<file path="src/rtl/traffic_pkg.sv">
// rtl/traffic_pkg.sv - shared types, range limits and helpers for the traffic phase controller
package traffic_pkg;

    typedef enum logic [1:0] {
        ST_CLEAR  = 2'd0,
        ST_GREEN  = 2'd1,
        ST_YELLOW = 2'd2,
        ST_MANUAL = 2'd3
    } tlc_state_t;

    typedef logic [3:0] bcd_digit_t;

    localparam int TIME_MIN  = 1;
    localparam int TIME_MAX  = 99;
    localparam int N_WAY_MIN = 2;
    localparam int N_WAY_MAX = 8;

    // True when a seconds value fits the two-digit display and is non-zero
    function automatic logic time_ok(input int t);
        return (t >= TIME_MIN) && (t <= TIME_MAX);
    endfunction

    // Binary 0..99 to packed {tens, units} BCD; only used on constants
    function automatic logic [7:0] to_bcd(input int v);
        int t;
        int u;
        t = v / 10;
        u = v % 10;
        return {t[3:0], u[3:0]};
    endfunction

endpackage

</file>
<file path="src/rtl/bcd_down_counter.sv">
// rtl/bcd_down_counter.sv - two-digit BCD countdown with load, decrement and 00/01 detect
module bcd_down_counter
    import traffic_pkg::*;
#(
    parameter logic [7:0] RST_VAL = 8'h01
) (
    input  logic       i_clk,
    input  logic       i_rst_n,
    input  logic       i_load,
    input  logic [7:0] i_load_val,
    input  logic       i_dec,
    output bcd_digit_t o_tens,
    output bcd_digit_t o_units,
    output logic       o_zero,
    output logic       o_one
);

    bcd_digit_t r_tens;
    bcd_digit_t r_units;
    logic       w_zero;

    assign w_zero  = (r_tens == 4'd0) && (r_units == 4'd0);
    assign o_zero  = w_zero;
    assign o_one   = (r_tens == 4'd0) && (r_units == 4'd1);
    assign o_tens  = r_tens;
    assign o_units = r_units;

    // Load wins over decrement; the count never wraps below 00
    always_ff @(posedge i_clk or negedge i_rst_n) begin
        if (!i_rst_n) begin
            r_tens  <= RST_VAL[7:4];
            r_units <= RST_VAL[3:0];
        end else if (i_load) begin
            r_tens  <= i_load_val[7:4];
            r_units <= i_load_val[3:0];
        end else if (i_dec && !w_zero) begin
            if (r_units == 4'd0) begin
                r_units <= 4'd9;
                r_tens  <= r_tens - 4'd1;
            end else begin
                r_units <= r_units - 4'd1;
            end
        end
    end

endmodule

</file>
<file path="src/rtl/traffic_phase_ctrl.sv">
// rtl/traffic_phase_ctrl.sv - N-way signal phase controller; TLC_SKIP_IDLE_EN enables idle-approach skipping
module traffic_phase_ctrl
    import traffic_pkg::*;
#(
    parameter int N_WAY       = 2,
    parameter int TICK_DIV    = 50000000,
    parameter int GREEN_TIME  = 30,
    parameter int YELLOW_TIME = 3,
    parameter int CLEAR_TIME  = 1,
    parameter int EXT_TIME    = 10,
    parameter int MAX_GREEN   = 60
) (
    input  logic                       Clk,
    input  logic                       Rst_n,
    input  logic [N_WAY-1:0]           Traffic,
    input  logic [N_WAY-1:0]           Manual,
    output logic [N_WAY-1:0]           Green,
    output logic [N_WAY-1:0]           Yellow,
    output logic [N_WAY-1:0]           Red,
    output logic [$clog2(N_WAY)-1:0]   Phase,
    output logic [3:0]                 Time_H,
    output logic [3:0]                 Time_L,
    output logic                       Man_Act
);

    localparam int PW  = $clog2(N_WAY);
    localparam int PRW = (TICK_DIV > 1) ? $clog2(TICK_DIV) : 1;

    localparam logic [7:0] LD_GREEN  = to_bcd(GREEN_TIME);
    localparam logic [7:0] LD_YELLOW = to_bcd(YELLOW_TIME);
    localparam logic [7:0] LD_CLEAR  = to_bcd(CLEAR_TIME);
    localparam logic [7:0] LD_EXT    = to_bcd(EXT_TIME);
    localparam logic [7:0] LD_HOLD   = 8'h00;

    if (N_WAY < N_WAY_MIN || N_WAY > N_WAY_MAX || TICK_DIV < 1 ||
        !time_ok(GREEN_TIME) || !time_ok(YELLOW_TIME) || !time_ok(CLEAR_TIME) ||
        !time_ok(EXT_TIME) || !time_ok(MAX_GREEN) || MAX_GREEN < GREEN_TIME) begin : g_bad_param
        $error("traffic_phase_ctrl: illegal parameter set");
    end

    tlc_state_t       r_state;
    tlc_state_t       w_state_nxt;
    logic [PW-1:0]    r_phase;
    logic [PW-1:0]    w_phase_nxt;
    logic [PW-1:0]    r_nxt;
    logic [PW-1:0]    w_nxt_nxt;
    logic [PW-1:0]    w_rr;
    logic [PW-1:0]    w_nxt_sel;
    logic [PW-1:0]    w_req;
    logic             w_req_vld;
    logic [PRW-1:0]   r_presc;
    logic             w_tick;
    logic             w_end;
    logic             w_load;
    logic [7:0]       w_load_val;
    logic [6:0]       r_elapsed;
    logic [6:0]       w_elapsed_nxt;
    logic             w_ext_ok;
    logic [N_WAY-1:0] w_onehot;
    logic [N_WAY-1:0] w_green_nxt;
    logic [N_WAY-1:0] w_yellow_nxt;
    logic [N_WAY-1:0] r_green;
    logic [N_WAY-1:0] r_yellow;
    logic [N_WAY-1:0] r_red;
    logic             r_man_act;
    bcd_digit_t       w_tens;
    bcd_digit_t       w_units;
    logic             w_zero;
    logic             w_one;

    assign w_tick   = (r_presc == PRW'(TICK_DIV - 1));
    assign w_end    = w_tick && w_one;
    assign w_ext_ok = ({1'b0, r_elapsed} + 8'(EXT_TIME)) <= 8'(MAX_GREEN);
    assign w_rr     = (r_phase == PW'(N_WAY - 1)) ? '0 : r_phase + PW'(1);

    // Lowest set Manual bit is the effective request
    always_comb begin
        w_req_vld = |Manual;
        w_req     = '0;
        for (int i = N_WAY - 1; i >= 0; i--) begin
            if (Manual[i]) w_req = PW'(i);
        end
    end

`ifdef TLC_SKIP_IDLE_EN
    logic [2*N_WAY-1:0] w_tr_rot;
    logic [PW:0]        w_shamt;
    logic [PW:0]        w_sum;
    logic               w_found;

    // Pick the first approach after the current one that has traffic waiting
    always_comb begin
        w_shamt   = {1'b0, r_phase} + (PW+1)'(1);
        w_tr_rot  = {Traffic, Traffic} >> w_shamt;
        w_nxt_sel = w_rr;
        w_found   = 1'b0;
        w_sum     = '0;
        for (int k = 0; k < N_WAY - 1; k++) begin
            if (!w_found && w_tr_rot[k]) begin
                w_found = 1'b1;
                w_sum   = {1'b0, r_phase} + (PW+1)'(k + 1);
                if (w_sum >= (PW+1)'(N_WAY)) w_sum = w_sum - (PW+1)'(N_WAY);
                w_nxt_sel = w_sum[PW-1:0];
            end
        end
    end
`else
    assign w_nxt_sel = w_rr;
`endif

    // Next-state decision: manual requests take priority over phase expiry and extension
    always_comb begin
        w_state_nxt   = r_state;
        w_phase_nxt   = r_phase;
        w_nxt_nxt     = r_nxt;
        w_elapsed_nxt = r_elapsed;
        w_load        = 1'b0;
        w_load_val    = LD_HOLD;
        case (r_state)
            ST_CLEAR: begin
                if (w_end) begin
                    w_load = 1'b1;
                    if (w_req_vld) begin
                        w_state_nxt = ST_MANUAL;
                        w_phase_nxt = w_req;
                        w_load_val  = LD_HOLD;
                    end else begin
                        w_state_nxt   = ST_GREEN;
                        w_phase_nxt   = r_nxt;
                        w_load_val    = LD_GREEN;
                        w_elapsed_nxt = 7'(GREEN_TIME);
                    end
                end
            end
            ST_GREEN: begin
                if (w_req_vld && (w_req == r_phase)) begin
                    w_state_nxt = ST_MANUAL;
                    w_load      = 1'b1;
                    w_load_val  = LD_HOLD;
                end else if (w_req_vld) begin
                    w_state_nxt = ST_YELLOW;
                    w_load      = 1'b1;
                    w_load_val  = LD_YELLOW;
                end else if (w_end) begin
                    w_load = 1'b1;
                    if (Traffic[r_phase] && w_ext_ok) begin
                        w_load_val    = LD_EXT;
                        w_elapsed_nxt = r_elapsed + 7'(EXT_TIME);
                    end else begin
                        w_state_nxt = ST_YELLOW;
                        w_load_val  = LD_YELLOW;
                    end
                end
            end
            ST_YELLOW: begin
                if (w_end) begin
                    w_state_nxt = ST_CLEAR;
                    w_load      = 1'b1;
                    w_load_val  = LD_CLEAR;
                    w_nxt_nxt   = w_nxt_sel;
                end
            end
            default: begin
                if (!w_req_vld || (w_req != r_phase)) begin
                    w_state_nxt = ST_YELLOW;
                    w_load      = 1'b1;
                    w_load_val  = LD_YELLOW;
                end
            end
        endcase
    end

    // Lamp pattern for the state being entered, so lamps change on the same edge as the state
    always_comb begin
        w_onehot     = {{(N_WAY-1){1'b0}}, 1'b1} << w_phase_nxt;
        w_green_nxt  = '0;
        w_yellow_nxt = '0;
        if (w_state_nxt == ST_GREEN || w_state_nxt == ST_MANUAL) w_green_nxt = w_onehot;
        if (w_state_nxt == ST_YELLOW) w_yellow_nxt = w_onehot;
    end

    // Phase FSM, prescaler and registered lamp outputs
    always_ff @(posedge Clk or negedge Rst_n) begin
        if (!Rst_n) begin
            r_state   <= ST_CLEAR;
            r_phase   <= '0;
            r_nxt     <= '0;
            r_elapsed <= '0;
            r_presc   <= '0;
            r_green   <= '0;
            r_yellow  <= '0;
            r_red     <= '1;
            r_man_act <= 1'b0;
        end else begin
            r_state   <= w_state_nxt;
            r_phase   <= w_phase_nxt;
            r_nxt     <= w_nxt_nxt;
            r_elapsed <= w_elapsed_nxt;
            if (w_load || w_tick || w_state_nxt == ST_MANUAL) r_presc <= '0;
            else r_presc <= r_presc + PRW'(1);
            r_green   <= w_green_nxt;
            r_yellow  <= w_yellow_nxt;
            r_red     <= ~(w_green_nxt | w_yellow_nxt);
            r_man_act <= (w_state_nxt == ST_MANUAL);
        end
    end

    bcd_down_counter #(
        .RST_VAL (LD_CLEAR)
    ) u_count (
        .i_clk      (Clk),
        .i_rst_n    (Rst_n),
        .i_load     (w_load),
        .i_load_val (w_load_val),
        .i_dec      (w_tick && !w_load && !w_zero),
        .o_tens     (w_tens),
        .o_units    (w_units),
        .o_zero     (w_zero),
        .o_one      (w_one)
    );

    assign Green   = r_green;
    assign Yellow  = r_yellow;
    assign Red     = r_red;
    assign Phase   = r_phase;
    assign Time_H  = w_tens;
    assign Time_L  = w_units;
    assign Man_Act = r_man_act;

endmodule

</file>
<file path="config.mk">
export PLATFORM = sky130hd
export DESIGN_NAME = traffic_phase_ctrl
export DESIGN_NICKNAME = d
export VERILOG_FILES = /design/src/rtl/traffic_pkg.sv /design/src/rtl/bcd_down_counter.sv /design/src/rtl/traffic_phase_ctrl.sv
export SDC_FILE = /design/constraint.sdc
export NUM_CORES = 1
export LEC_CHECK = 0
export CAP_MARGIN = 40
export CORE_ASPECT_RATIO = 0.75
export CORE_UTILIZATION = 40
export CTS_CLUSTER_DIAMETER = 60
export DETAILED_ROUTE_END_ITERATION = 12
export GPL_ROUTABILITY_DRIVEN = 0
export SETUP_SLACK_MARGIN = 0.1
export SYNTH_ARGS = -nofsm -noshare
export SYNTH_HDL_FRONTEND = slang
export SYNTH_SLANG_ARGS = --single-unit
</file>
<file path="constraint.sdc">
create_clock -name Clk -period 4.1 [get_ports Clk]
set_input_delay 1.23 -clock Clk [delete_from_list [all_inputs] [get_ports Clk]]
set_output_delay 1.23 -clock Clk [all_outputs]
set_load 0.03 [all_outputs]
</file>
Yosys cells after proc, flatten, opt, wreduce, memory -nomap -nowiden:

Cells that the tools add are included.

* shift operators: 1
* bitwise gates (word level): 2
* $add $sub $neg: 6
* order comparisons: 2
* reduce and logical (&&, ||, !) cells: 26
* equality and inequality tests: 15
* muxes and demuxes: 47

Operators with widths (number)
* $mux W7: 6
* $add A26 B1 Y26 const B: 1
* $eq A26 B26 Y1 const B: 1
* $mux W26: 1
* $mux W4: 6
* $pmux W8 S3: 1
* $mux W2: 11
* $mux W5: 4
* $pmux W7 S2: 1
* $mux W1: 13
* $mux W6: 2
* $ne A2 B2 Y1 const B: 6
* $add A7 B4 Y8 const B: 1
* $le A8 B6 Y1 const B: 1
* $logic_and A1 B1 Y1: 8
* $logic_not A4 Y1: 2
* $sub A4 B1 Y4 const B: 2
* $add A7 B4 Y7 const B: 1
* $reduce_and A7 Y1: 1
* $eq A2 B2 Y1 const B: 3
* $pmux W2 S3: 1
* $reduce_bool A2 Y1: 3
* $eq A2 B1 Y1 const B: 2
* $eq A4 B1 Y1 const B: 1
* other kinds (13): 20

* flip-flop bits (word level): 52
* output and inout port bits: 16
* input bits: 6
* logic and storage cells: 110

Longest topological paths before layout:

Gate-level depths: netlist (run 1).

* word-level depth: 13
* mapped depth: 10
* depth with buffers taken out: 9

By module:

From an unflattened synthesis (run 1), not the netlist that was laid out.

* cell total of the unflattened synthesis: 306
* area total of the unflattened synthesis: 2872.8 µm²

By module, submodules not included
* traffic_phase_ctrl: instances 1, cells each 252, area each 2366.0 µm², seq. area each 1078.5 µm²
* bcd_down_counter: instances 1, cells each 54, area each 506.7 µm², seq. area each 201.4 µm²

Worst setup path before layout (run 1):

Ideal clock, no wire load.

* path kind: input -> register
* start point: input Traffic[1]
* end point: register r_yellow[1], in the netlist Yellow[1]
* arrival time: 2593 ps
* cell stages on the path: 6
* setup time: 146 ps
* slack: 1361 ps
* data required time: 3954 ps
* path through: mux2_2 > o31a_1 > o311ai_0 > a211o_1 > a221oi_1 > nor3_1

* longest elaborated chain between the ends: 10

Ends and longest elaborated chain
* from (decl): line traffic_phase_ctrl.sv:15 `input logic [N_WAY-1:0] Traffic,`
* $mux W1 (implied by the code) (2 in a row): line traffic_phase_ctrl.sv:146 `if (Traffic[r_phase] && w_ext_ok) begin`
* $logic_and A1 B1 Y1: line traffic_phase_ctrl.sv:146
* $mux W2: line traffic_phase_ctrl.sv:146
* $mux W2: line traffic_phase_ctrl.sv:144 `end else if (w_end) begin`
* $mux W2: line traffic_phase_ctrl.sv:140 `end else if (w_req_vld) begin`
* $mux W2: line traffic_phase_ctrl.sv:136 `if (w_req_vld && (w_req == r_phase)) begin`
* $pmux W2 S3: line traffic_phase_ctrl.sv:119 `case (r_state)`
* $eq A2 B2 Y1: line traffic_phase_ctrl.sv:179 `if (w_state_nxt == ST_YELLOW) w_yellow_nxt = w_onehot;`
* $mux W2: line traffic_phase_ctrl.sv:179
* via w_yellow_nxt[1]: line traffic_phase_ctrl.sv:61 `logic [N_WAY-1:0] w_yellow_nxt;`
* to (signal assigned): line traffic_phase_ctrl.sv:202 `r_yellow <= w_yellow_nxt;`
* to (decl): line traffic_phase_ctrl.sv:63 `logic [N_WAY-1:0] r_yellow;`

The timed path passes the listed nets, and every way through them passes these cells. The select of a mux whose other input is x is not followed.
A chain may end at the register's enable or synchronous reset.

Worst setup path in the final report (run 1):

Ends and elaborated chain as after synthesis.

==> results by group, run 1 <==
Status
  – Status: complete, no violations

GRT
  – Initial antenna violation count: 0
  – Total gr overflow: 0
  – First-pass GRT wire length: about 8.9 mm
  – GR Util All Layers: 0.1663
  – Number of global-route vias before repair: around 1800
  – Largest net degree at the start of global routing: 35

Setup path
  – Worst path required time: approximately 4.3 ns
  – CP Launch Type: input pin
  – Critical Path AT: ~3.3 ns
  – Critical path, cell by cell: clkdlybuf4s50_1, mux2_2, o31a_1, o311ai_0, a211o_1, a221oi_1, nor3_1
  – Slowest cell on crit path: a221oi_1
  – CP Class: input pin to flop
  – Setup crit end kind: flop
  – Critical Path Source: Traffic[1]
  – CP max stage delay: 0.59 ns
  – Crit Reg-Reg Startpoint: u_count.o_tens[0]
  – Crit-path max FO: 4

Synth
  – Ranking of synthesized cells by instance count: dfrtp_1, nor2_1, nand2_1
  – Area leader, netlist: dfrtp_1
  – Count of state elements after synthesis: about 50
  – FFs w/ async S/R, synth: 1.000
  – EDFF count, synth: 0
  – Ys Warns: 0
  – Seq/Total Area, Yosys: 0.4874
  – Net Count, Synth: around 280
  – Yosys cell types: 50
  – Syn Inst Count: about 270
  – Primary FF master, synth: dfrtp_1
  – Synth top area cells: dfrtp_1, nor2_1, xor2_1
  – Synthesized area per cell: about 9.8 um2
  – Top cell type's share of synthesized area: 0.4574
  – Cell area after synthesis: approximately 2600 um2

Pwr
  – Comb power frac: 0.170
  – Clock share of power: 0.285
  – Sw frac: 0.2868
  – Peak supply drop: about 0.16 mV
  – Part of the power in registers: 0.545
  – Lkg Pwr: roughly 1.3 nW
  – Pwr dens: 368.9 nW/um2
  – Pint: slightly below 0.0008 W
  – P_sw: between 0.0003 and 0.0004 W

Routing
  – Post-DRT Antenna Nets: 0
  – Vias post-DR: 1980
  – Total wire length: between 5 and 6 mm
  – Vias/cell: 5.266
  – Post-DR wirelength/cell: 13.70 um
  – 1st-pass router iterations: 6
  – DRC viols: 0
  – Detailed Route Iter0 Violations: 130

Clocking
  – Post-CTS sizing: 0
  – Clk root buf: clkbuf_8
  – Clock slew seen by the registers of the worst setup and hold paths: 0.09 ns
  – Clk Latency, worst-skew pair: 0.30 ns
  – # Post-CTS Setup Buffers: 0
  – Hold buffers post-CTS: 0
  – CTS tree: yes
  – Clock Tree Buf Depth: 2
  – CTS H-tree lvls: 2
  – Inserted Clock Buffers: 5
  – Clock sinks: slightly above 50

Floorplanning
  – Number of placement rows: 25
  – Die width: around 96 um
  – IO Pins: 22
  – Die area: about 6900 um2
  – Die height: around 72 um
  – Starting density of the core: 0.4156
  – Core Area: between 6000 and 7000 um2

Timing
  – Setup_tns: 0 ns
  – Worst slew pin tran: 0.9240 ns
  – Highest clock rate: 319.1 MHz
  – Slew Limit Headroom: 0.3783
  – Hold Fails Final Rpt: 0
  – Hold_ws: roughly 0.52 ns
  – Minimum clock period: between 3 and 4 ns
  – RSZ-0062 raised after global routing: false
  – Final setup viols: 0
  – Final max-slew violation count: 0
  – Period utilization: 0.7644
  – Skew final: ~0.0071 ns

Cells and area
  – Share of cells above drive strength 1: 0.08814
  – Antenna fix cells: 0
  – Fin cells: approximately 380
  – Reg area: roughly 1300 um2
  – Nets: 303
  – Fillers: about 630
  – Layout area overhead: 15.05%
  – Multi-input gate area: 1279 um2

Hold path
  – Hold Startpoint: r_presc[0]
  – Tightest Hold Check Type: flop to flop

Placed design
  – Placed Instances: ~370
  – DPL Wire Length: approximately 3.6 mm
  – Port bufs: 21

Run
  – MaxCap Viol Count: 0
placed cells by master (no fill, tap or decap), types with 6 or more instances in the layout:
cell type         n
clkbuf_8          7
xor2_1           18
o21ai_0           6
a21oi_1          12
xnor2_1           8
nand3_1           9
nand4_1           7
nand2_1          22
nor2_1           48
dfrtp_1          48
inv_1            10
clkdlybuf4s50_1  20
critical path: cells and delay by family:
family,cells,cell delay (ns)
AOI/OAI and AO/OA,4,1.36
muxes,1,0.15
and+or+nand+nor,1,0.13
buffers and inverters,1,0.45
final cells by class:
class / count / area share
inverter: 11 / 0.01366
clock buffer: 8 / 0.03313
sequential: 51 / 0.4236
multi-input combinational: 202 / 0.4232
tap: 81 / 0.03354
timing repair buffer: 23 / 0.07288
cell families (layout without fill, tap and decap cells):
family,Yosys count,in the layout,share of synthesized area
multiplexers,7,7,0.03192
adder cells (fa/ha/maj),3,3,0.01429
buffers and inverters,16,42,0.02572
XOR/XNOR,26,26,0.08671
AND/OR/NAND/NOR,130,130,0.2587
flip-flops,51,51,0.4874
AO/OA/AOI/OAI,36,36,0.09529
per-layer routing:
layer / vias up / global-route usage / routed length, um
met5: - / 0 / 0
met3: 8 / 0.03669 / 176
met2: 28 / 0.2183 / 1978
li1: 985 / - / -
met1: 959 / 0.2651 / 2917
met4: 0 / 0.05473 / 77
flip-flops by register name, summed over array words and instances, names as in the netlist:
register	flops
Yellow	2
Man_Act	1
Phase	1
u_count.o_tens	4
r_nxt	1
Red	2
r_presc	26
Green	2
u_count.o_units	4
r_state	2
r_elapsed	6
power groups by stage:
stage | clock network [W] | logic, W | registers (W)
CTS | 0.000329 | 0.000193 | 0.000607
floorplan | 0 | 0.000108 | 0.000630
global route | 0.000349 | 0.000214 | 0.000616
finish | 0.000318 | 0.000189 | 0.000608
global placement | 0 | 0.000188 | 0.000618
detailed placement | 0 | 0.000191 | 0.000616
stage by stage:
step,cell area [um2],total power [W],util,worst slack [ns]
2_1_floorplan,2626,0.0007378,-,1.361
3_3_place_gp,2922,0.0008058,0.4624,0.7287
3_5_place_dp,2922,0.0008069,0.4624,0.6519
4_1_cts,3022,0.001130,0.4782,0.9782
5_1_grt,3022,0.001179,0.4782,0.8608
6_report,3022,0.001115,0.4782,0.9658
worst paths after layout:
| kind | end | slack [ns] | depth (start not counted) |
|---|---|---|---|
| worst max-delay path | Yellow[1] | 0.97 | 7 |
| worst min-delay path | r_presc[0] | 0.52 | 1 |
| worst max register to register | r_elapsed[3] | 1.43 | 8 |
| worst min register to register | r_presc[0] | 0.52 | 1 |
| max in group asynchronous | Red[0] | 2.32 | 2 |
| min in group asynchronous | r_elapsed[3] | 0.98 | 1 |
(Power assumes the default switching activity.)
==> inputs of run 2 (changes only) <==
==> constraint.sdc (replaced) <==
create_clock -name Clk -period 3.15 [get_ports Clk]
set_input_delay 0.945 -clock Clk [delete_from_list [all_inputs] [get_ports Clk]]
set_output_delay 0.945 -clock Clk [all_outputs]
set_load 0.03 [all_outputs]
==> run 2 against run 1 <==
Effect of this change: cell area up 0.37%; critical path depth rose by 1; largest power group unchanged; critical endpoint unchanged; utilization grew 0.18 points; critical path type unchanged.
==> results by group, run 2 (synthesis results as in run 1) <==
Routing
  – Met2 WL: 1.946 mm (-1.6%)
  – Post-DR wirelength/cell: 13.47 um (-1.6%)
  – DRC viols: 0 (unchanged)
  – Vias post-DR: 1939 (-2.1%)
  – Detailed Route Iter0 Violations: 149 (+15%)
  – Vias/cell: 5.103 (-3.1%)
  – DRT met1 WL: 2.895 mm (-0.75%)
  – Metal3 WL: 232 um (+32%)
  – Highest metal used: met4
  – Total wire length: 5.119 mm (-0.60%)
  – Post-DRT Antenna Nets: 0 (unchanged)
  – 1st-pass router iterations: 4 (-2)

Timing
  – Period utilization: 0.8279
  – RSZ-0062 raised after global routing: false
  – Final WS setup: 0.5420 ns (-0.4238 ns)
  – Setup_tns: 0 ns (unchanged)
  – Minimum clock period: 2.608 ns
  – Final max-slew violation count: 0 (unchanged)
  – Final setup viols: 0 (unchanged)
  – Hold Fails Final Rpt: 0 (unchanged)
  – Skew final: 0.01324 ns (+0.006134 ns)
  – Slew Limit Headroom: 0.4587 (+0.08037)
  – Highest clock rate: approximately 380 MHz
  – Worst slew pin tran: 0.8018 ns (-0.1222 ns)

Floorplanning
  – Starting density of the core: 0.4156 (unchanged)
  – Die width: 95.57 um (unchanged)
  – Number of placement rows: 25 (unchanged)
  – IO Pins: 22 (unchanged)
  – Die height: 72.18 um (unchanged)
  – Core Area: 6319 um2 (unchanged)
  – Die area: 6897 um2 (unchanged)

Pwr
  – Comb power frac: 0.177 (+0.007)
  – Final Power: 0.001401 W (+26%)
  – Pwr dens: 462.1 nW/um2 (+25%)
  – Part of the power in registers: 0.564 (+0.019)
  – Lkg Pwr: 1.316 nW (+0.91%)
  – Clock share of power: 0.259 (-0.026)
  – Pint: 0.0009914 W (+25%)
  – Sw frac: 0.2926 (+0.005805)
  – P_sw: 0.0004101 W (+28%)
  – Peak supply drop: 0.1923 mV (+21%)

Cells and area
  – Layout area overhead: 15.48%
  – Fin cells: 380 (+1.1%)
  – Top Registers: r_presc (26), r_elapsed (6)
  – Reg area: 1280 um2 (unchanged)
  – Multi-input gate area: 1279 um2 (unchanged)
  – Share of cells above drive strength 1: 0.09699 (+0.008854)
  – Nets: 307 (+1.3%)
  – Antenna fix cells: 0 (unchanged)
  – Fillers: 622 (-1.6%)
  – Most frequent cells in the layout: dfrtp_1, nor2_1, nand2_1, clkdlybuf4s50_1, xor2_1
  – Register with the most flip-flops: r_presc
  – Max FFs per register: 26 (unchanged)

Placed design
  – Pre-CTS setup slack: 0.2255 ns (-0.4264 ns)
  – DPL Wire Length: 3.735 mm (+3.4%)
  – Placed Instances: 372 (+1.1%)
  – Port bufs: 21 (unchanged)

Clocking
  – Post-CTS sizing: 0 (unchanged)
  – Clk Latency, worst-skew pair: 0.30 ns (about the same)
  – Hold buffers post-CTS: 0 (unchanged)
  – Clock sinks: 51 (unchanged)
  – Clock slew seen by the registers of the worst setup and hold paths: 0.09 ns (about the same)
  – # Post-CTS Setup Buffers: 0 (unchanged)
  – CTS H-tree lvls: 2 (unchanged)
  – Clk root buf: clkbuf_8
  – CTS tree: yes
  – Inserted Clock Buffers: 5 (unchanged)
  – Clock Tree Buf Depth: 2 (unchanged)

Setup path
  – Critical Path AT: 2.79 ns (-0.51 ns)
  – Slowest cell on crit path: clkdlybuf4s50_1
  – Worst path bufs/invs: 2 (+1)
  – Worst path required time: 3.34 ns (-0.93 ns)
  – Critical path, cell by cell: clkdlybuf4s50_1, mux2_2, o31a_1, o311ai_0, a211o_1, a221oi_1, buf_4, nor3_1
  – Crit-path max FO: 4 (unchanged)
  – CP max stage delay: 0.45 ns (-0.14 ns)
  – Setup crit end kind: flop
  – CP Class: input pin to flop
  – CP delay by family, top: compound AO/OA/AOI/OAI gates
  – CP Launch Type: input pin

GRT
  – Largest net degree at the start of global routing: 30 (-14%)
  – GR Util All Layers: 0.1662 (about the same)
  – Number of global-route vias before repair: 1825 (-1.2%)
  – First-pass GRT wire length: 8.928 mm (+0.78%)
  – Total gr overflow: 0 (unchanged)
  – Initial antenna violation count: 0 (unchanged)

Run
  – MaxCap Viol Count: 0 (unchanged)

Hold path
  – Tightest Hold Check Type: flop to flop

Status
  – Status: complete, no violations
-- run 2: power groups by stage --
| stage | sequential, W | clock (W) | combinational (W) |
|---|---|---|---|
| 2_1_floorplan | 0.000820 | 0 | 0.000140 |
| 3_3_place_gp | 0.000803 | 0 | 0.000247 |
| 3_5_place_dp | 0.000803 | 0 | 0.000251 |
| 4_1_cts | 0.000791 | 0.000375 | 0.000252 |
| 5_1_grt | 0.000805 | 0.000400 | 0.000280 |
| 6_report | 0.000790 | 0.000364 | 0.000248 |
-- run 2: metrics by stage --
step,area (um2),utilization,hold WS [ns]
2_1_floorplan,2626,-,0.4758
3_3_place_gp,2952,0.4671,0.5055
3_5_place_dp,2952,0.4671,0.5020
4_1_cts,3033,0.4800,0.5159
5_1_grt,3033,0.4800,0.5648
6_report,3033,0.4800,0.5147
-- run 2: per-layer routing --
layer  GRT usage  vias up
li1            -      992
met1      0.2710      903
met2      0.2127       39
met3     0.03983        5
met4     0.04643        0
met5           0        -
-- run 2: final timing paths --
check	endpoint	startpoint	cells past startpoint	slack [ns]
min in group asynchronous	r_elapsed[3]	Rst_n	1	0.67
max in group asynchronous	Red[0]	Rst_n	2	1.78
worst min-delay path	r_presc[0]	r_presc[0]	1	0.51
worst max-delay path	Yellow[1]	Traffic[0]	8	0.54
worst min register to register	r_presc[0]	r_presc[0]	1	0.51
worst max register to register	Yellow[0]	u_count.o_tens[0]	9	0.59
-- run 2: layout make-up --
| class | instances | share of cell area |
|---|---|---|
| inverter | 11 | 0.01361 |
| clock inverter | 1 | 0.001650 |
| tap | 81 | 0.03342 |
| timing repair buffer | 27 | 0.08251 |
| clock buffer | 7 | 0.02517 |
| sequential | 51 | 0.4220 |
| multi-input combinational | 202 | 0.4216 |
==> inputs of run 3 (changes only) <==
==> constraint.sdc (replaced) <==
create_clock -name Clk -period 2.5 [get_ports Clk]
set_input_delay 0.75 -clock Clk [delete_from_list [all_inputs] [get_ports Clk]]
set_output_delay 0.75 -clock Clk [all_outputs]
set_load 0.03 [all_outputs]
==> run 3 against run 2 <==
Effect of this change: utilization increased by 4.0 points; global-route usage up 1.6 points; critical path depth rose by 1; sequential share of layout area decreased by 3.2 points; cell area is 8.3% higher; flip-flop and latch count unchanged; clock skew is 0.0075 ns lower; worst setup slack lost 0.44 ns; cell count is 5.3% higher; die area did not move; register-to-register slack got worse by 0.49 ns; largest power group unchanged; highest routed layer unchanged.
==> results by group, run 3 (synthesis results as in run 1) <==
Status
  – Status: complete, no violations

Cells and area
  – Register with the most flip-flops: r_presc
  – Max FFs per register: 26 (unchanged)
  – Most common cell after layout, fill and taps aside: nor2_1
  – Layout area overhead: 25.11%
  – Fin cells: 400 (+5.3%)
  – Antenna fix cells: 0 (unchanged)
  – Top Registers: r_presc (26), r_elapsed (6)
  – Nets: 327 (+6.5%)
  – Post-route core utilization: 0.5200 (+0.04000)
  – Share of cells above drive strength 1: 0.1912 (+0.09423)
  – Most frequent cells in the layout: nor2_1, dfrtp_1, buf_4, nand2_1, clkdlybuf4s50_1

GRT
  – First-pass GRT wire length: 9.487 mm (+6.3%)
  – Largest net degree at the start of global routing: 32 (+6.7%)
  – GR Util met2: 0.2373 (+0.02460)
  – Initial antenna violation count: 0 (unchanged)
  – Total gr overflow: 0 (unchanged)
  – GR Util All Layers: 0.1817 (+0.01552)
  – Grt met3 use: 0.03459 (-0.005241)
  – Grt met1 use: 0.2948 (+0.02379)
  – Most Crowded Layer GR: met1
  – Number of global-route vias before repair: 1955 (+7.1%)

Clocking
  – Clock sinks: 51 (unchanged)
  – CTS H-tree lvls: 2 (unchanged)
  – Clk root buf: clkbuf_8
  – Clock slew seen by the registers of the worst setup and hold paths: 0.09 ns (about the same)
  – Inserted Clock Buffers: 5 (unchanged)
  – Clk Latency, worst-skew pair: 0.31 ns (about the same)
  – CTS tree: yes
  – Hold buffers post-CTS: 0 (unchanged)
  – Clock Tree Buf Depth: 2 (unchanged)

Setup path
  – Crit-path max FO: 5 (+1)
  – Internal reg-to-reg setup slack: 0.10 ns (-0.49 ns)
  – CP max stage delay: 0.54 ns (+0.09 ns)
  – CP Class: flop to flop
  – Slowest cell on crit path: or4_4
  – CP Launch Type: flop
  – Critical path's most frequent cell: inv_2
  – CP delay by family, top: simple AND/OR/NAND/NOR gates
  – Worst path bufs/invs: 2 (unchanged)
  – Worst path required time: 2.74 ns (-0.60 ns)
  – Crit Reg-Reg Startpoint: u_count.o_tens[0]
  – Reg2reg end: Yellow[0]
  – Critical Path AT: 2.64 ns (-0.15 ns)
  – Setup crit end kind: flop
  – Critical path, cell by cell: inv_2, ha_4, nor3b_4, nand3_2, or4_4, or3_4, mux2i_4, inv_2, nor3_2
  – Worst R2R Path Depth: 9 (unchanged)

Timing
  – Hold_ws: 0.3935 ns (-0.1212 ns)
  – Hold Fails Final Rpt: 0 (unchanged)
  – Skew final: 0.005761 ns (-0.007482 ns)
  – Setup_tns: 0 ns (unchanged)
  – Highest clock rate: approximately 420 MHz
  – Final max-slew violation count: 0 (unchanged)
  – Final setup viols: 0 (unchanged)
  – Worst slew pin tran: 0.5093 ns (-0.2924 ns)
  – Period utilization: 0.9589
  – Minimum clock period: approximately 2.4 ns
  – RSZ-0062 raised after global routing: true
  – Slew Limit Headroom: 0.6605 (+0.2017)

Routing
  – 1st-pass router iterations: 4 (unchanged)
  – Vias/cell: 5.178 (+1.5%)
  – DRC viols: 0 (unchanged)
  – Detailed Route Iter0 Violations: 126 (-15%)
  – Vias post-DR: 2071 (+6.8%)
  – Post-DRT Antenna Nets: 0 (unchanged)
  – Post-DR wirelength/cell: 13.67 um (+1.5%)
  – Total wire length: 5.468 mm (+6.8%)

Floorplanning
  – Starting density of the core: 0.4156 (unchanged)
  – Die height: 72.18 um (unchanged)
  – Number of placement rows: 25 (unchanged)
  – Die width: 95.57 um (unchanged)
  – Die area: 6897 um2 (unchanged)
  – Core Area: 6319 um2 (unchanged)
  – IO Pins: 22 (unchanged)

Placed design
  – DPL Wire Length: 3.927 mm (+5.1%)
  – Placed Instances: 388 (+4.3%)
  – Port bufs: 21 (unchanged)

Run
  – MaxCap Viol Count: 0 (unchanged)

Pwr
  – Part of the power in registers: 0.519 (-0.045)
  – Pwr dens: 579.9 nW/um2 (+25%)
  – Final Power: 0.001905 W (+36%)
  – Lkg Pwr: 1.428 nW (+8.5%)
  – Peak supply drop: 0.2799 mV (+46%)
  – Pint: 0.001350 W (+36%)
  – Clock share of power: 0.280 (+0.021)
  – P_sw: 0.0005555 W (+35%)
  – Comb power frac: 0.201 (+0.024)
  – Sw frac: 0.2916 (-0.001070)

Hold path
  – Tightest Hold Check Type: input pin to asynchronous set/reset pin
-- run 3: metrics by stage --
stage / cell area [um2] / worst slack (ns)
2_1_floorplan: 2648 / 0.06591
3_3_place_gp: 3118 / -0.1070
3_5_place_dp: 3118 / -0.1727
4_1_cts: 3257 / 0.04112
5_1_grt: 3286 / -0.03475
6_report: 3286 / 0.1028
-- run 3: repair_timing --
action | CTS | global route
endpoints found under the setup margin | 10 | 21
resized for setup | 2 | 7
setup buffers | 4 | 0
gates cloned | 0 | 0
pin swaps | 2 | 3
-- run 3: metal layers --
| layer | up-vias | routed length (um) |
|---|---|---|
| met3 | 7 | 179 |
| met5 | - | 0 |
| met2 | 39 | 2191 |
| met1 | 985 | 3020 |
| met4 | 0 | 77 |
| li1 | 1040 | - |
-- run 3: worst max-delay path by stage --
stage	start	to	depth (start not counted)
global route	r_presc[8]	Yellow[0]	7
CTS	u_count.o_tens[0]	Yellow[0]	9
floorplan	u_count.o_tens[0]	Yellow[0]	10
detailed placement	Traffic[0]	r_elapsed[4]	8
finish	u_count.o_tens[0]	Yellow[0]	9
global placement	Traffic[1]	r_elapsed[4]	8
-- run 3: power groups by stage --
stage               Combinational, W  Sequential (W)  Clock, W
detailed placement          0.000364         0.00101         0
floorplan                   0.000189         0.00104         0
global placement            0.000359         0.00101         0
CTS                         0.000388        0.000988  0.000551
finish                      0.000383        0.000988  0.000534
global route                0.000433         0.00100  0.000586
-- run 3: cell type report --
| type | instances | area, um2 |
|---|---|---|
| fillers | 597 | 3033 |
| clock buffers | 7 | 96.34 |
| repair buffers | 47 | 429.2 |
| flip-flops and latches | 51 | 1282 |
| well taps | 81 | 101.3 |
| clock inverters | 1 | 7.507 |
| multi-input cells | 202 | 1328 |
| inverters | 11 | 41.29 |
==> RTL change 1, RTL diff (config.mk and constraints of run 3) <==
Register the input `Manual` before use, without a reset. The logic sees it one clock later. The other inputs are not delayed to match.
--- a/src/rtl/traffic_phase_ctrl.sv
+++ b/src/rtl/traffic_phase_ctrl.sv
@@ -31,6 +31,12 @@
     localparam logic [7:0] LD_CLEAR  = to_bcd(CLEAR_TIME);
     localparam logic [7:0] LD_EXT    = to_bcd(EXT_TIME);
     localparam logic [7:0] LD_HOLD   = 8'h00;
+
+    logic [N_WAY-1:0] Manual_q;
+
+    always_ff @(posedge Clk) begin
+        Manual_q <= Manual;
+    end
 
     if (N_WAY < N_WAY_MIN || N_WAY > N_WAY_MAX || TICK_DIV < 1 ||
         !time_ok(GREEN_TIME) || !time_ok(YELLOW_TIME) || !time_ok(CLEAR_TIME) ||
@@ -75,10 +81,10 @@
 
     // Lowest set Manual bit is the effective request
     always_comb begin
-        w_req_vld = |Manual;
+        w_req_vld = |Manual_q;
         w_req     = '0;
         for (int i = N_WAY - 1; i >= 0; i--) begin
-            if (Manual[i]) w_req = PW'(i);
+            if (Manual_q[i]) w_req = PW'(i);
         end
     end
 
Check against the original RTL: no difference found for any inputs over 10 cycles, from zero or initial values and one cycle with Rst_n low; that may be too few to reach the edited logic, so the function may still have changed.
==> RTL change 1 against run 3 <==
- the run now ends with setup timing left
- design area is 22% higher
- critical path depth stayed put
- worst setup slack worse by 0.20 ns
- die area is 10% higher
- wire length is 26% higher
- clock skew is 0.0061 ns higher
- fmax is 7.6% lower
- final cell count is 14% higher
- core utilization is 5.9 points higher
- sequential share of layout area is 6.0 points lower
- sequential cell count is 2 higher
- synthesized area is 11% higher
- via count is 16% higher
- largest cell class unchanged
Power is not compared: it rests on default switching activity, and its combinational part moved more than twofold at a synthesized area within 25%.
==> RTL change 1: results (changes against run 3) <==
| Metric | Value |
|---|---|
| Post-Place Worst Slack | `-0.364 ns (-0.192 ns)` |
| Failing checks | `setup timing` |
| Async SR Flop Fraction | `96.2% (-3.8 points)` |
| Final Hold Slack | `0.420 ns (+0.0269 ns)` |
| Total inserted antenna cells | `0 (unchanged)` |
| Vias per inst | `5.27 (+1.8%)` |
| Sequential-to-total area share from yosys stat | `45.5% (-3.3 points)` |
| Critical Path AT | `2.81 ns (+0.17 ns)` |
| Drt initial violations | `94 (-25%)` |
| DP Area | `0.00353 mm^2 (+13%)` |
| CP max stage delay | `0.46 ns (-0.08 ns)` |
| Status | `complete, but fails checks` |
| Detailed Place HPWL | `4550 um (+16%)` |
| Crit-path max FO | `7 (+2)` |
| Placed insts | `435 (+12%)` |
| Worst Tran Pin Value | `0.526 ns (+0.0170 ns)` |
| Final setup viols | `25 (+25)` |
| Signal buffers | `77 (+64%)` |
| Final WS setup | `-0.0947 ns (-0.197 ns)` |
| Yosys reg bits | `53 (+3.9%)` |
| Post-CTS Setup Bufs | `2 (-2)` |
| Final-layout clock buffer total | `6 (-1)` |
| Nets | `367 (+12%)` |
| Mapped Nets | `294 (+5.8%)` |
| Post-CTS sizing | `16 (+14)` |
| Clock Pin Slew Worst Setup and Hold Paths | `about 0.10 ns` |
| #MultiIn Comb | `211 (+4.5%)` |
| Worst Skew | `0.0119 ns (+0.00613 ns)` |
| Number of fill cells | `594 (-0.50%)` |
| Synth top cells by count | `dfrtp_1, nor2_1, nand2_1` |
| Vias in the first global route | `2121 (+8.5%)` |
| Global-route wire length before repair | `10700 um (+13%)` |
| Critical-path top delay cell | `or4b_4` |
| Cell variety after synth | `49 (-2.0%)` |
| Setup TNS | `-1.04 ns (-1.04 ns)` |
| Mean post-synth cell area | `10.2 um^2 (+4.4%)` |
| DRT Wirelength | `6920 um (+26%)` |
| Inverters, non-clock | `10 (-1)` |
| Layout cells sized above 1 | `35.1% (+16 points)` |
| Buffering overhead | `18.4% (+5.4 points)` |
| Vias | `2408 (+16%)` |
| Critical path origin | `r_elapsed[1]` |
| Clock network area share | `2.06% (-1.1 points)` |
| Seq area share | `33.0% (-6.0 points)` |
| GRT Overall Usage | `18.4% (+0.19 points)` |
| FF+latch area | `0.00132 mm^2 (+3.2%)` |
| Horiz. Die Dim | `100 um (+5.0%)` |
| Worst setup endpoint | `r_presc[6]` |
| Initial antenna violation count | `0 (unchanged)` |
| DRT Pass-1 Iters | `4 (unchanged)` |
| Multi-input logic area | `0.00171 mm^2 (+29%)` |
| Pin count of the biggest net entering global routing | `52 (+63%)` |
| Largest cells by area after synthesis | `dfrtp_1, nor4_2, xnor2_1` |
-- RTL change 1: worst register-to-register path, stage by stage, from the launching register on --
cell and delay (ns):
dfrtp_1 0.42, ha_4 0.28, or4b_4 0.46, a21oi_2 0.16, o41ai_2 0.08, buf_4 0.18, o311ai_4 0.28, and4b_4 0.30
clkbuf_16 0.19, nor4_1 0.16
-- RTL change 1: metal layers --
layer	share of wire, %	vias up	GRT usage (%)
met5	0	-	0
met4	0.33	0	3.38
li1	-	1188	-
met2	44	38	27.3
met3	3.8	2	3.49
met1	52	1180	27.9
-- RTL change 1: cells by family after synthesis --
family                   count (synthesis)  share of synthesized area (%)
multiplexers                             4                           1.38
AND/OR/NAND/NOR                        137                           30.5
buffers and inverters                   21                           3.88
flip-flops                              53                           45.5
AO/OA/AOI/OAI                           41                           9.61
XOR/XNOR                                26                           7.84
adder cells (fa/ha/maj)                  3                           1.29
==> RTL change 2, RTL diff (settings of run 3) <==
Made on the original files. Set the localparam `LD_HOLD` to 8'h01 (it was 8'h00).
--- a/src/rtl/traffic_phase_ctrl.sv
+++ b/src/rtl/traffic_phase_ctrl.sv
@@ -30,7 +30,7 @@
     localparam logic [7:0] LD_YELLOW = to_bcd(YELLOW_TIME);
     localparam logic [7:0] LD_CLEAR  = to_bcd(CLEAR_TIME);
     localparam logic [7:0] LD_EXT    = to_bcd(EXT_TIME);
-    localparam logic [7:0] LD_HOLD   = 8'h00;
+    localparam logic [7:0] LD_HOLD   = 8'h01;
 
     if (N_WAY < N_WAY_MIN || N_WAY > N_WAY_MAX || TICK_DIV < 1 ||
         !time_ok(GREEN_TIME) || !time_ok(YELLOW_TIME) || !time_ok(CLEAR_TIME) ||
Formal check against the unedited RTL: no difference found for any inputs over 10 cycles, from zero or initial values and one cycle with Rst_n low; that may be too few to reach the edited logic, so the function may still have changed.
==> RTL change 2 against run 3 <==
- critical path type is now register to output port
- largest cell class unchanged
- sequential cell count unchanged
- hold slack improved by 0.033 ns
- wire length rose by 15%
- fmax rose by 2.0%
- synthesized area increased by 3.8%
- worst setup slack better by 0.047 ns
- design area up 2.2%
Power is not compared: it rests on default switching activity, and its combinational part moved more than twofold at a synthesized area within 25%.
==> RTL change 2: results (changes against run 3) <==
| Metric | Value |
|---|---|
| Status | `complete, no violations` |
| Worst Skew | `0.00763 ns (+0.00186 ns)` |
| Pin count of the biggest net entering global routing | `52 (+63%)` |
| Global-route wire length before repair | `10400 um (+9.1%)` |
| Vias in the first global route | `2020 (+3.3%)` |
| WL met3 | `212 um (+18%)` |
| GRT Overall Usage | `18.5% (+0.35 points)` |
| Critical-path top delay cell | `clkdlybuf4s50_1` |
| Cell variety after synth | `52 (+4.0%)` |
| Nets | `343 (+4.9%)` |
| Synth Area in XOR/XNOR | `8.03% (-0.64 points)` |
| DP Area | `0.00322 mm^2 (+3.2%)` |
| DRT Pass-1 Iters | `5 (+1)` |
| Worst setup endpoint | `Time_L[0]` |
| Post-Synth Adder-Cell Area | `1.38% (-0.052 points)` |
| Synth top cells by count | `dfrtp_1, nor2_1, nand2_1` |
| Final Hold Slack | `0.426 ns (+0.0327 ns)` |
| Post-synthesis mux area share | `2.30% (-0.90 points)` |
| Flop2flop setup slack | `0.21 ns (+0.11 ns)` |
| Sequential-to-total area share from yosys stat | `47.0% (-1.8 points)` |
| Synth Area in Compound Gates | `11.8% (+2.2 points)` |
| Metal1 wirelength | `3530 um (+17%)` |
| Vias | `2272 (+9.7%)` |
| Met1 GRT Util | `30.7% (+1.2 points)` |
| Layout cells sized above 1 | `15.8% (-3.3 points)` |
| Met3 Use GR | `3.90% (+0.44 points)` |
| Largest cells by area after synthesis | `dfrtp_1, nor2_1, xnor2_1` |
| R2r endpoint | `u_count.o_units[0]` |
| Crit-path max FO | `6 (+1)` |
| Met2 wire len | `2480 um (+13%)` |
| Relative slew slack | `49.2% (-17 points)` |
| CP max stage delay | `0.69 ns (+0.15 ns)` |
| Mapped Nets | `295 (+6.1%)` |
==> RTL change 2: changes by cell type in the layout (fill, tap and decap cells not counted), sizes merged, moves of 3 or more <==
| cell | run 3 | this run |
|---|---|---|
| and4 | 1 | 5 |
| inv | 11 | 6 |
| nand3 | 10 | 13 |
| nor2 | 48 | 34 |
| nor4 | 5 | 8 |
| nor4b | 1 | 4 |
| o21ai | 6 | 12 |
| o22a | 3 | 0 |
| o2bb2ai | 0 | 3 |
| o31ai | 0 | 3 |
| xnor2 | 8 | 13 |
| xor2 | 18 | 12 |
==> RTL change 2: final cells by class <==
class	count	area [um^2]
clock buffers	6	72.6
repair buffers	49	438
fillers	608	3090
flip-flops and latches	51	1280
multi-input cells	221	1430
well taps	81	101
inverters	6	22.5
clock inverters	2	12.5
==> RTL change 2: where the power goes <==
| group | total, W | internal [W] | switching [W] |
|---|---|---|---|
| Combinational | 0.0000858 | 0.0000375 | 0.0000483 |
| Clock | 0.000474 | 0.000196 | 0.000277 |
| Sequential | 0.000837 | 0.000830 | 0.00000693 |
| Total | 0.00140 | 0.00106 | 0.000333 |
==> RTL change 2: per-stage QoR <==
step / TNS [ns] / std cells / util (%) / total power (W) / setup slack (ns)
floorplan: 0 / 286 / - / 0.000884 / 0.0676
global placement: -1.58 / 404 / 49.9 / 0.000933 / -0.249
detailed placement: -1.80 / 404 / 49.9 / 0.000933 / -0.287
CTS: 0 / 412 / 51.3 / 0.00141 / 0.116
global route: 0 / 416 / 52.1 / 0.00145 / 0.104
finish: 0 / 416 / 52.1 / 0.00140 / 0.149
==> RTL change 2: what timing repair did <==
action,CTS,global route
hold endpoints to repair,0,0
endpoints found under the setup margin,5,23
setup buffers,0,4
pin swaps,0,3
gates resized for setup,3,5
